===== config.mk =====
export PLATFORM = sky130hd
export DESIGN_NAME = sram_arbiter
export DESIGN_NICKNAME = d
export VERILOG_FILES = /design/src/rtl/sram_arbiter.sv
export SDC_FILE = /design/constraint.sdc
export NUM_CORES = 1
export LEC_CHECK = 0
export ABC_AREA = 1
export BUFFER_PORTS_ARGS = -buffer_cell sky130_fd_sc_hd__buf_2
export CORE_UTILIZATION = 46
export DETAILED_ROUTE_END_ITERATION = 10
export HOLD_SLACK_MARGIN = 0.08
export PLACE_DENSITY = 0.81
export SETUP_SLACK_MARGIN = 0.4
export SLEW_MARGIN = 20
export SYNTH_ARGS = -nofsm -noshare
export SYNTH_HDL_FRONTEND = slang
export SYNTH_SLANG_ARGS = --single-unit

===== constraint.sdc =====
create_clock -name clk -period 1.8 [get_ports clk]
set_input_delay 0.09 -clock clk [delete_from_list [all_inputs] [get_ports clk]]
set_output_delay 0.09 -clock clk [all_outputs]
set_load 0.005 [all_outputs]

===== src/rtl/sram_arbiter.sv =====
// Two-requester arbiter in front of a single-port SRAM controller.
// Optional macro SRAM_ARB_FIXED_PRIO_EN: port 0 always wins simultaneous requests.
module sram_arbiter #(
   parameter int ADDR_W = 21
) (
   input  logic              clk,
   input  logic              reset,
   input  logic              r0_req,
   input  logic              r1_req,
   input  logic              r0_we,
   input  logic              r1_we,
   input  logic [ADDR_W-1:0] r0_addr,
   input  logic [ADDR_W-1:0] r1_addr,
   input  logic signed [15:0] r0_wdata,
   input  logic signed [15:0] r1_wdata,
   output logic              r0_ack,
   output logic              r1_ack,
   output logic [15:0]       rdata,
   output logic              busy,
   output logic [ADDR_W-1:0] sram_addr,
   output logic [15:0]       sram_din,
   output logic              sram_wr,
   output logic              sram_rd,
   input  logic              sram_ready,
   input  logic [15:0]       sram_dout,
   output logic [1:0]        dbg_state_o
);

   typedef enum logic [1:0] {
      IDLE      = 2'd0,
      ISSUE     = 2'd1,
      WAIT_BUSY = 2'd2,
      WAIT_DONE = 2'd3
   } state_t;

   state_t              state_q, state_d;
   logic                gnt_q;
   logic                we_q;
   logic [ADDR_W-1:0]   addr_q;
   logic [15:0]         din_q;
   logic [15:0]         rdata_q;
   logic                ack0_q, ack1_q;
   logic                start, done, sel;

`ifdef SRAM_ARB_FIXED_PRIO_EN
   always_comb begin
      sel = ~r0_req;
   end
`else
   logic last_q;

   // Round-robin: on a tie the port not granted last wins.
   always_comb begin
      sel = (r0_req & r1_req) ? ~last_q : ~r0_req;
   end

   always_ff @(posedge clk or posedge reset) begin
      if (reset) begin
         last_q <= 1'b1;
      end else if (start) begin
         last_q <= sel;
      end
   end
`endif

   always_comb begin
      state_d = state_q;
      start   = 1'b0;
      done    = 1'b0;
      case (state_q)
         IDLE: begin
            if (sram_ready && (r0_req || r1_req)) begin
               start   = 1'b1;
               state_d = ISSUE;
            end
         end
         ISSUE:     state_d = WAIT_BUSY;
         WAIT_BUSY: if (!sram_ready) state_d = WAIT_DONE;
         WAIT_DONE: begin
            if (sram_ready) begin
               done    = 1'b1;
               state_d = IDLE;
            end
         end
         default:   state_d = IDLE;
      endcase
   end

   always_ff @(posedge clk or posedge reset) begin
      if (reset) begin
         state_q <= IDLE;
         gnt_q   <= 1'b0;
         we_q    <= 1'b0;
         addr_q  <= '0;
         din_q   <= '0;
         rdata_q <= '0;
         ack0_q  <= 1'b0;
         ack1_q  <= 1'b0;
      end else begin
         state_q <= state_d;
         ack0_q  <= done & ~gnt_q;
         ack1_q  <= done & gnt_q;
         if (start) begin
            gnt_q  <= sel;
            we_q   <= sel ? r1_we : r0_we;
            addr_q <= sel ? r1_addr : r0_addr;
            din_q  <= sel ? r1_wdata : r0_wdata;
         end
         // rdata only changes when a read completes.
         if (done && !we_q) begin
            rdata_q <= sram_dout;
         end
      end
   end

   assign sram_wr     = (state_q == ISSUE) &  we_q;
   assign sram_rd     = (state_q == ISSUE) & ~we_q;
   assign busy        = (state_q != IDLE);
   assign sram_addr   = addr_q;
   assign sram_din    = din_q;
   assign rdata       = rdata_q;
   assign r0_ack      = ack0_q;
   assign r1_ack      = ack1_q;
   assign dbg_state_o = state_q;

endmodule


==> impl_metrics.csv <==
group,metric,value,unit
outcome,outcome,"finished with violations",
outcome,violations,"design-rule violations",
logic_synthesis,syn-num-nets,501,
grt,antenna_found_initial,0,
power,p_per_area,1310,nW/um^2
critical_path,r2r_slack,0.37,ns
logic_synthesis,yosysSeqAreaShare,47.7,%
grt,track_usage,29.8,%
power,max-vdd-ir-drop,655,uV
cts,numCtsBuffers,9,
cells_and_area,stdcell_area,5350,um^2
cells_and_area,final_nets,740,
cells_and_area,post-route-util,82.4,%
critical_path,cp-startpoint,"dbg_state_o[0]",
logic_synthesis,ys_ff_latch,60,
floorplanning,die_w,84.8,um
logic_synthesis,syn_inst,399,
placement,portBuffers,156,
power,p_leak,3.00,nW
cts,cts.clk_slew.worst_paths,0.07,ns
cells_and_area,n_antenna_cell,0,
cts,cts_root_buffer,"clkbuf_8",
floorplanning,die_area,7180,um^2
grt,grt_pass1_wl,16400,um
critical_path,r2r_cells,6,
worst_hold_path,whs_path_depth,5,
floorplanning,core,6490,um^2
flow_run,cap_violations,0,
sta,setup_viol_count_final,0,
grt,grt_max_degree,39,
sta,maxSlewViolCount,0,
detailed_routing,ant_nets,0,
sta,grt_setup_unrepaired,"true",
cts,htreeDepth,3,
sta,period_share,79.5,%
detailed_routing,via_per_inst,5.13,
detailed_routing,via_count,3690,
sta,slew_headroom,62.8,%
detailed_routing,firstDrtPassIters,8,
critical_path,end_kind,"flip-flop",
logic_synthesis,ys_warn_count,0,
logic_synthesis,syn_area,3150,um^2
floorplanning,row_count,29,
sta,fmax,0.699,GHz
placement,place_area,4010,um^2
cells_and_area,syn2layout_area_growth,69.8,%
critical_path,r2r_end,"rdata[7]",
sta,worst_pin_slew,0.557,ns
sta,skew,0.0115,ns
detailed_routing,wl,11600,um
critical_path,crit_type,"flip-flop to flip-flop",
grt,grt_pass1_vias,3583,
cts,clk_latency,0.34,ns
floorplanning,io_pins,157,
detailed_routing,drc,11,
floorplanning,die_h,84.8,um
logic_synthesis,synth.distinct_cells,18,
critical_path,cp.arrival,1.66,ns
critical_path,start_kind,"flip-flop",
critical_path,critPathMaxFanout,8,
cts,cts_tree,"yes",
critical_path,cp.required,2.03,ns
cells_and_area,drive_gt1_share,37.5,%
placement,gp_congestion,0.859,
sta,layout_min_cycle_time,1.43,ns
worst_hold_path,hp-class,"input pin to flip-flop",
grt,overflow,0,
detailed_routing,routedWlPerCell,16.2,um
critical_path,endpoint,"rdata[7]",
critical_path,reg2reg_from,"dbg_state_o[0]",
cts,clockBufferDepth,2,
cts,clkSinkCount,60,
sta,hold_viol,0,
sta,final.setup.tns,0,ns
logic_synthesis,syn_avg_cell_area,7.90,um^2
floorplanning,start_util,48.5,%
detailed_routing,drt_iter0_drc,209,
placement,dp_hpwl,5650,um
==> power breakdown <==
group / leakage [nW] / switching [mW] / total (mW) / internal [mW]
Sequential: 0.742 / 0.469 / 2.46 / 1.99
Clock: 0.116 / 0.537 / 1.49 / 0.951
Combinational: 2.14 / 1.54 / 3.04 / 1.50
==> state kept, by name, summed over array words and instances (netlist names) <==
| register | count |
|---|---|
| sram_din | 16 |
| sram_addr | 21 |
| last_q | 1 |
| r0_ack | 1 |
| gnt_q | 1 |
| rdata | 16 |
| r1_ack | 1 |
| we_q | 1 |
| dbg_state_o | 2 |
==> cell type report <==
type	count	area, um^2
inverters	63	243
repair buffers	252	1870
fillers	372	1140
multi-input cells	252	1400
flip-flops and latches	60	1510
clock inverters	4	97.6
well taps	77	96.3
clock buffers	11	141
==> metal layers <==
metal / GRT usage (%) / part of all wire [%] / up-vias
met5: 0 / 0 / -
li1: - / - / 1701
met4: 14.6 / 3.8 / 0
met3: 6.10 / 8.3 / 49
met1: 32.6 / 36 / 1704
met2: 54.9 / 52 / 236
==> cells in the final DEF (no fill, tap or decap), types with 3 or more instances in the layout <==
cell           synthesis  routed
nand2_4                0       7
buf_2                 15     156
dlygate4sd3_1          0      74
inv_1                 63      59
nand3_1               40      40
nand3b_1              38      38
buf_4                  1       6
nor2_1                 4       3
o21ai_2               16      16
buf_12                 0       5
nand2_1              142     123
buf_6                  3       6
clkbuf_16              0       3
nand2_2                0      12
clkbuf_8               0      10
bufinv_16              0       3
dfrtp_1               59      57
==> through the flow <==
| step | hold slack (ns) | setup WS, ns | total power, mW | cells |
|---|---|---|---|---|
| detailed placement | 0.172 | 0.331 | 4.69 | 617 |
| floorplan | 0.196 | 0.443 | 3.64 | 399 |
| global route | 0.0940 | 0.331 | 7.40 | 719 |
| finish | 0.0871 | 0.369 | 6.99 | 719 |
| global placement | 0.168 | 0.392 | 4.58 | 617 |
| CTS | 0.0808 | 0.395 | 6.47 | 712 |
==> synthesized netlist by cell type <==
cell type	n	area share, %
o21ai_1	1	0.16
buf_2	15	2.4
buf_4	1	0.24
nand3_1	40	6.4
dfrtp_1	59	47
clkbuf_1	5	0.60
or2_1	1	0.20
dfstp_2	1	0.83
inv_1	63	7.5
o211ai_1	1	0.24
or2_2	1	0.20
buf_6	3	1.1
o21ai_2	16	4.4
nand2_1	142	17
ha_1	5	2.0
nand3b_1	38	9.1
o21ai_0	3	0.48
nor2_1	4	0.48
==> logic make-up after synthesis <==
group / share of synthesized area (%)
AOI/OAI and AO/OA: 5.32
adders and majority gates: 1.99
buffers and inverters: 11.8
DFF: 47.7
and+or+nand+nor: 33.2
==> worst max-delay path: stages, from the launching register on <==
cell	delay (ns)
dfrtp_2	0.43
ha_2	0.23
nand2_2	0.07
or2_4	0.29
clkbuf_16	0.19
nand2_2	0.06
o21ai_2	0.05
==> worst min-delay path by stage <==
stage                       from        endpoint  slack (ns)
global placement           reset        rdata[4]        0.17
global route         r1_wdata[5]     sram_din[5]        0.09
floorplan                  reset  dbg_state_o[0]        0.20
CTS                   r0_addr[1]    sram_addr[1]        0.08
detailed placement         reset        rdata[4]        0.17
finish              r1_wdata[13]    sram_din[13]        0.09
==> timing repair <==
| action | 4_1_cts | 5_1_grt |
|---|---|---|
| cloned | 2 | 5 |
| hold endpoints to repair | 73 | 0 |
| buffers inserted | 4 | 2 |
| setup endpoints to repair | 58 | 61 |
| hold buffers | 74 | 0 |
| pin swaps | 1 | 4 |
| gates resized for setup | 7 | 44 |
Power figures use the tool's default switching activity.
